<file path="src/rtl/router_in_port_pkg.sv">
// Packet type and byte-serial wire-format constants for the router inbound port.
package router_in_port_pkg;

  typedef struct packed {
    logic [3:0]  source_id;
    logic [3:0]  dest_id;
    logic [23:0] data;
  } pkt_t;

  localparam int unsigned BYTES_PER_PKT = 4;

  // Position of each link byte within a packet, in transmission order.
  localparam logic [1:0] BYTE_HDR      = 2'd0;
  localparam logic [1:0] BYTE_DATA_HI  = 2'd1;
  localparam logic [1:0] BYTE_DATA_MID = 2'd2;
  localparam logic [1:0] BYTE_DATA_LO  = 2'd3;

  typedef enum logic {StIdle, StRecv} rx_state_e;

  // Return pkt with the byte at wire position idx replaced by b.
  function automatic pkt_t pkt_set_byte(pkt_t pkt, logic [1:0] idx, logic [7:0] b);
    logic [31:0] raw;
    raw = pkt;
    case (idx)
      BYTE_HDR:      raw[31:24] = b;
      BYTE_DATA_HI:  raw[23:16] = b;
      BYTE_DATA_MID: raw[15:8]  = b;
      BYTE_DATA_LO:  raw[7:0]   = b;
      default:       raw        = raw;
    endcase
    return pkt_t'(raw);
  endfunction

endpackage

</file>
<file path="src/rtl/router_in_port_if.sv">
// Link (put/payload/free) and core pop (pkt_*) signals of the router inbound port.
// ROUTER_IN_ERR_EN adds the err_trunc / drop_cnt error-reporting signals.
interface router_in_port_if
  import router_in_port_pkg::*;
#(
  parameter int unsigned DEPTH = 4
) ();

  logic                     put;
  logic [7:0]               payload;
  logic                     free;
  pkt_t                     pkt_out;
  logic                     pkt_valid;
  logic                     pkt_ready;
  logic [$clog2(DEPTH):0]   occupancy;
`ifdef ROUTER_IN_ERR_EN
  logic                     err_trunc;
  logic [7:0]               drop_cnt;

  modport master (
    output put, payload, pkt_ready,
    input  free, pkt_out, pkt_valid, occupancy, err_trunc, drop_cnt
  );
  modport slave (
    input  put, payload, pkt_ready,
    output free, pkt_out, pkt_valid, occupancy, err_trunc, drop_cnt
  );
`else
  modport master (
    output put, payload, pkt_ready,
    input  free, pkt_out, pkt_valid, occupancy
  );
  modport slave (
    input  put, payload, pkt_ready,
    output free, pkt_out, pkt_valid, occupancy
  );
`endif

endinterface

</file>
<file path="src/rtl/pkt_fifo.sv">
// DEPTH-entry packet FIFO: combinational head read, simultaneous push/pop, full/empty/count.
module pkt_fifo
  import router_in_port_pkg::*;
#(
  parameter int unsigned DEPTH = 4
) (
  input  logic                   clk,
  input  logic                   rst_b,
  input  logic                   push,
  input  pkt_t                   push_pkt,
  input  logic                   pop,
  output pkt_t                   head,
  output logic                   full,
  output logic                   empty,
  output logic [$clog2(DEPTH):0] count
);

  localparam int unsigned AddrW = $clog2(DEPTH);
  localparam logic [AddrW:0] FullCnt = (AddrW + 1)'(DEPTH);

  pkt_t             mem_q [DEPTH];
  logic [AddrW-1:0] wr_ptr_q, rd_ptr_q;
  logic [AddrW:0]   count_q;
  logic             do_push, do_pop;

  assign full    = (count_q == FullCnt);
  assign empty   = (count_q == '0);
  assign do_pop  = pop & ~empty;
  // A full FIFO can still accept a push when the head leaves on the same edge.
  assign do_push = push & (~full | do_pop);

  always_ff @(posedge clk or negedge rst_b) begin
    if (!rst_b) begin
      wr_ptr_q <= '0;
      rd_ptr_q <= '0;
      count_q  <= '0;
    end else begin
      if (do_push) wr_ptr_q <= wr_ptr_q + AddrW'(1);
      if (do_pop)  rd_ptr_q <= rd_ptr_q + AddrW'(1);
      case ({do_push, do_pop})
        2'b10:   count_q <= count_q + (AddrW + 1)'(1);
        2'b01:   count_q <= count_q - (AddrW + 1)'(1);
        default: count_q <= count_q;
      endcase
    end
  end

  always_ff @(posedge clk) begin
    if (do_push) mem_q[wr_ptr_q] <= push_pkt;
  end

  assign head  = empty ? '0 : mem_q[rd_ptr_q];
  assign count = count_q;

endmodule

</file>
<file path="src/rtl/router_in_port.sv">
// Router inbound port: deserializes 4-byte put/payload packets into a FIFO popped by the core.
// Optional ROUTER_IN_ERR_EN adds err_trunc pulse and saturating drop_cnt.
module router_in_port
  import router_in_port_pkg::*;
#(
  parameter int unsigned DEPTH    = 4,
  parameter int unsigned ROUTERID = 0
) (
  input logic             clk,
  input logic             rst_b,
  router_in_port_if.slave bus
);

  localparam int unsigned CntW = $clog2(DEPTH) + 1;

  rx_state_e       state_q, state_d;
  logic [1:0]      byte_cnt_q, byte_cnt_d;
  pkt_t            asm_q, asm_d, asm_next;
  logic            push, full, empty;
  pkt_t            head;
  logic [CntW-1:0] count;

  assign asm_next = pkt_set_byte(asm_q, byte_cnt_q, bus.payload);

  always_ff @(posedge clk or negedge rst_b) begin
    if (!rst_b) begin
      state_q    <= StIdle;
      byte_cnt_q <= '0;
      asm_q      <= '0;
    end else begin
      state_q    <= state_d;
      byte_cnt_q <= byte_cnt_d;
      asm_q      <= asm_d;
    end
  end

  always_comb begin
    state_d    = state_q;
    byte_cnt_d = byte_cnt_q;
    asm_d      = asm_q;
    push       = 1'b0;
    bus.free   = 1'b0;
    case (state_q)
      StIdle: begin
        bus.free = ~full;
        // A put while full is a protocol violation and is ignored.
        if (bus.put && !full) begin
          asm_d      = asm_next;
          byte_cnt_d = 2'd1;
          state_d    = StRecv;
        end
      end
      StRecv: begin
        if (!bus.put) begin
          byte_cnt_d = '0;
          state_d    = StIdle;
        end else if (byte_cnt_q == BYTE_DATA_LO) begin
          asm_d      = asm_next;
          push       = 1'b1;
          byte_cnt_d = '0;
          state_d    = StIdle;
        end else begin
          asm_d      = asm_next;
          byte_cnt_d = byte_cnt_q + 2'd1;
        end
      end
      default: state_d = StIdle;
    endcase
  end

  pkt_fifo #(
    .DEPTH (DEPTH)
  ) u_fifo (
    .clk      (clk),
    .rst_b    (rst_b),
    .push     (push),
    .push_pkt (asm_next),
    .pop      (bus.pkt_ready),
    .head     (head),
    .full     (full),
    .empty    (empty),
    .count    (count)
  );

  assign bus.pkt_out   = head;
  assign bus.pkt_valid = ~empty;
  assign bus.occupancy = count;

`ifdef ROUTER_IN_ERR_EN
  logic       drop;
  logic       err_trunc_q;
  logic [7:0] drop_cnt_q;

  assign drop = ((state_q == StIdle) && bus.put && full) || ((state_q == StRecv) && !bus.put);

  always_ff @(posedge clk or negedge rst_b) begin
    if (!rst_b) begin
      err_trunc_q <= 1'b0;
      drop_cnt_q  <= '0;
    end else begin
      err_trunc_q <= drop;
      if (drop && (drop_cnt_q != 8'hFF)) drop_cnt_q <= drop_cnt_q + 8'd1;
    end
  end

  assign bus.err_trunc = err_trunc_q;
  assign bus.drop_cnt  = drop_cnt_q;
`endif

  // Slot reservation makes an unpopped push into a full FIFO unreachable.
  assert property (@(posedge clk) disable iff (!rst_b) !(push && full && !bus.pkt_ready))
    else $error("router_in_port %0d: push into full FIFO without pop", ROUTERID);

endmodule

</file>
<file path="src/flat_wrapper.sv">
// flat-port wrapper written by rule: the top's interface ports become plain ports
module router_in_port_flat import router_in_port_pkg::*;
#(
  parameter int unsigned DEPTH    = 4,
  parameter int unsigned ROUTERID = 0
)
  (clk, rst_b, bus_put, bus_payload, bus_pkt_ready, bus_free, bus_pkt_out, bus_pkt_valid, bus_occupancy);
  router_in_port_if #(.DEPTH(DEPTH)) bus_i ();
  input logic clk;
  input logic rst_b;
  input wire logic [$bits(bus_i.put)-1:0] bus_put;
  input wire logic [$bits(bus_i.payload)-1:0] bus_payload;
  input wire logic [$bits(bus_i.pkt_ready)-1:0] bus_pkt_ready;
  output wire logic [$bits(bus_i.free)-1:0] bus_free;
  output wire logic [$bits(bus_i.pkt_out)-1:0] bus_pkt_out;
  output wire logic [$bits(bus_i.pkt_valid)-1:0] bus_pkt_valid;
  output wire logic [$bits(bus_i.occupancy)-1:0] bus_occupancy;
  assign bus_i.put = bus_put;
  assign bus_i.payload = bus_payload;
  assign bus_i.pkt_ready = bus_pkt_ready;
  assign bus_free = bus_i.free;
  assign bus_pkt_out = bus_i.pkt_out;
  assign bus_pkt_valid = bus_i.pkt_valid;
  assign bus_occupancy = bus_i.occupancy;
  router_in_port #(.DEPTH(DEPTH), .ROUTERID(ROUTERID)) u_core (.clk(clk), .rst_b(rst_b), .bus(bus_i));
endmodule
</file>
<file path="config.mk">
export PLATFORM = sky130hd
export DESIGN_NAME = router_in_port_flat
export DESIGN_NICKNAME = d
export VERILOG_FILES = /design/src/rtl/router_in_port_pkg.sv /design/src/rtl/router_in_port_if.sv /design/src/rtl/pkt_fifo.sv /design/src/rtl/router_in_port.sv /design/src/flat_wrapper.sv
export SDC_FILE = /design/constraint.sdc
export NUM_CORES = 1
export LEC_CHECK = 0
export ABC_AREA = 1
export BUFFER_PORTS_ARGS = -buffer_cell sky130_fd_sc_hd__buf_4
export CAP_MARGIN = 10
export CORE_MARGIN = 1
export CORE_UTILIZATION = 45
export DETAILED_ROUTE_END_ITERATION = 16
export HOLD_SLACK_MARGIN = 0.06
export SLEW_MARGIN = 30
export SYNTH_ARGS = -nofsm -noshare
export SYNTH_HDL_FRONTEND = slang
export SYNTH_HIERARCHICAL = 1
export SYNTH_SLANG_ARGS = --single-unit
</file>
<file path="constraint.sdc">
create_clock -name clk -period 3.5 [get_ports clk]
set_clock_uncertainty 0.1 [all_clocks]
set_input_delay 0.35 -clock clk [delete_from_list [all_inputs] [get_ports clk]]
set_output_delay 0.35 -clock clk [all_outputs]
set_load 0.05 [all_outputs]
</file>
==> metrics <==
clk sink count=170; worst hold path type=in2reg; synthesis-stage register bit count=170; Total GRT Usage=0.207; YS warnings=6; Slew @ Worst Pin=0.786 ns; Root Buffer=clkbuf_16; Initial Util=0.465; Crit path largest cell delay=~0.56 ns; CP required=3.54 ns; CTS HTree Levels=4; Power Density=976 nW/um^2; WS Path Type=reg2reg; fmax=380 MHz; Detail Route Antenna Nets=0; TritonCTS clock tree=done; layout cells sized above 1=0.121; Reg power frac=0.333; CP Data Arrival Time=2.67 ns; Slew HR=0.476; Port-buffer cells=48; GRT Residual Overflow=0; Leak Pwr=0.00411 uW; routability cong.=0.762; crit path cell chain=ha_1, inv_2, nor2_1, nand2_1, nor2_4, buf_12; Wirelength per Cell=around 15 um; height of the die=around 130 um; dominant cells by area after synthesis=edfxtp_1, nand2_1, dfrtp_1; Clk pwr share=0.197; drt first pass iters=4; Layout Cells excl Fill=1,104; Cell Area, Synth=7770 um^2; MaxCap Viol Count=0; vias in the first global route=5,184; die area=about 18,000 um^2; DRC=0; Die W=133 um; diode count=0; register area share after synthesis=0.630; VDD IR-drop max=0.000636 V; row count=47; CTS Buf Count=17; unrepaired setup endpoints after global routing=false; commonest non-fill, non-tap cell in the layout=nand2_1; synth unique cells=23; hpwl dp=10,100 um; initial antenna violation count=0; critical path fanouts, max=17; synthesized instance count=roughly 830; status=complete, no violations; Ports=49; most frequent cells in the layout=nand2_1, edfxtp_1, inv_1; Psw=3910 uW; Tcrit/Tclk final=0.752; Worst Path Buf+Inv=2; first-pass GRT wire length=27,700 um; PostCTS Resize Cnt=0; Synth area leader=edfxtp_1; core area=16,700 um^2; drt via density=between 4 and 5; Internal=between 4000 and 5000 uW; Slew Limit Fails=0; CP Launch Type=flop; Final min period=about 2.6 ns; total number of vias=5,328; Setup TNS Final=0 ns; P&R area growth vs syn=14.3%; Synthesized Nets=around 850; Final Hold Vio Count=0; Bufs on Longest Clock Path=2; delay-heaviest family, CP=simple AND/OR/NAND/NOR gates; Slowest-stage cell, CP=nor2_4; Routed WL=16,700 um; CP endpoint kind=flop; Gate power share=0.469; initial drt markers=410; dpl cells=between 1,000 and 1,500; nets=894; clk_lat worst skew=0.42 ns; Sw Ratio=0.452; Final setup viols=0; Reg clk slew, reported paths=0.06 ns; Syn Area/Cell=9.33 um^2; share of the synthesized area in the top cell type=0.495; largest net degree at the start of global routing=67
[stage by stage]
step	setup slack (ns)	area, um^2	power, uW	utilization	hold WS (ns)
global route	0.615	8880	9220	0.532	0.186
finish	0.869	8880	8660	0.532	0.167
detailed placement	0.832	8330	7030	0.499	0.290
CTS	0.843	8880	8740	0.532	0.153
floorplan	0.511	7770	5890	-	-0.0456
global placement	0.905	8330	6990	0.499	0.292
[path summary, 6_finish.rpt]
path / startpoint / endpoint / slack [ns] / cells past startpoint
worst min register to register: u_core/asm_q[29] / u_core/asm_q[29] / 0.41 / 2
worst min-delay path: bus_pkt_ready / u_core/u_fifo/rd_ptr_q[0] / 0.17 / 4
min in group asynchronous: rst_b / u_core/asm_q[16] / 0.36 / 2
max in group asynchronous: rst_b / u_core/u_fifo/rd_ptr_q[0] / 2.52 / 2
worst max-delay path: u_core/byte_cnt_q[1] / u_core/u_fifo/mem_q[3][10] / 0.87 / 6
worst max register to register: u_core/byte_cnt_q[1] / u_core/u_fifo/mem_q[3][10] / 0.87 / 6
[cell families (layout without fill, tap and decap cells)]
family          after synthesis  after routing  share of synthesized area
compound gates               35             35                     0.0227
flops                       170            170                      0.630
fa+ha+maj                    10             10                     0.0171
simple gates                423            423                      0.223
xor+xnor                      2              2                    0.00226
buf+inv                     192            244                      0.105
[power groups by stage]
stage | sequential (uW) | combinational [uW] | clock [uW]
2_1_floorplan | 2950 | 2940 | 0
3_3_place_gp | 2920 | 4070 | 0
6_report | 2890 | 4070 | 1710
5_1_grt | 2910 | 4470 | 1830
3_5_place_dp | 2920 | 4110 | 0
4_1_cts | 2890 | 4120 | 1740
[worst register-to-register path: stages, from the launching register on]
cell and delay (ns):
dfrtp_1 0.39, ha_1 0.36, inv_2 0.16, nor2_1 0.21, nand2_1 0.32, nor2_4 0.56, buf_12 0.24
[synthesized netlist by cell type]
cell / n
nand2_1: 309
edfxtp_1: 128
inv_1: 111
nand3_1: 102
dfrtp_1: 42
a21oi_1: 32
clkinv_1: 29
buf_2: 24
inv_2: 13
ha_1: 9
nor2_1: 7
buf_6: 6
buf_4: 4
clkbuf_1: 3
clkinv_2: 2
nand2_2: 2
o21ai_1: 2
xnor2_1: 2
fa_1: 1
nand2_4: 1
nand4_1: 1
nor3_1: 1
o22ai_1: 1
[per-layer routing]
metal  track usage  share of wire  vias up
li1              -              -     2681
met1         0.289           0.47     2522
met2         0.324           0.47      114
met3        0.0422          0.050       11
met4        0.0676         0.0097        0
met5             0              0        -
[registers in the layout, indices dropped and copies added, names as in the netlist]
register / flops
u_core/asm_q: 32
u_core/byte_cnt_q: 2
u_core/u_fifo/rd_ptr_q: 2
u_core/state_q: 1
u_core/u_fifo/count: 3
u_core/u_fifo/mem_q: 128
u_core/u_fifo/wr_ptr_q: 2
[what timing repair did]
item	CTS	global route
setup buffers	0	0
hold buffers	1	0
endpoints found under the hold margin	42	0
[layout make-up]
cell class                      count  area (um^2)
Fill cell                        1521         7820
Sequential cell                   170         4900
Multi-Input combinational cell    470         2090
Inverter                          155          584
Timing Repair Buffer               58          500
Clock buffer                       18          429
Tap cell                          220          275
Clock inverter                     13          104
Note: power is estimated with default switching activity, not from simulation.
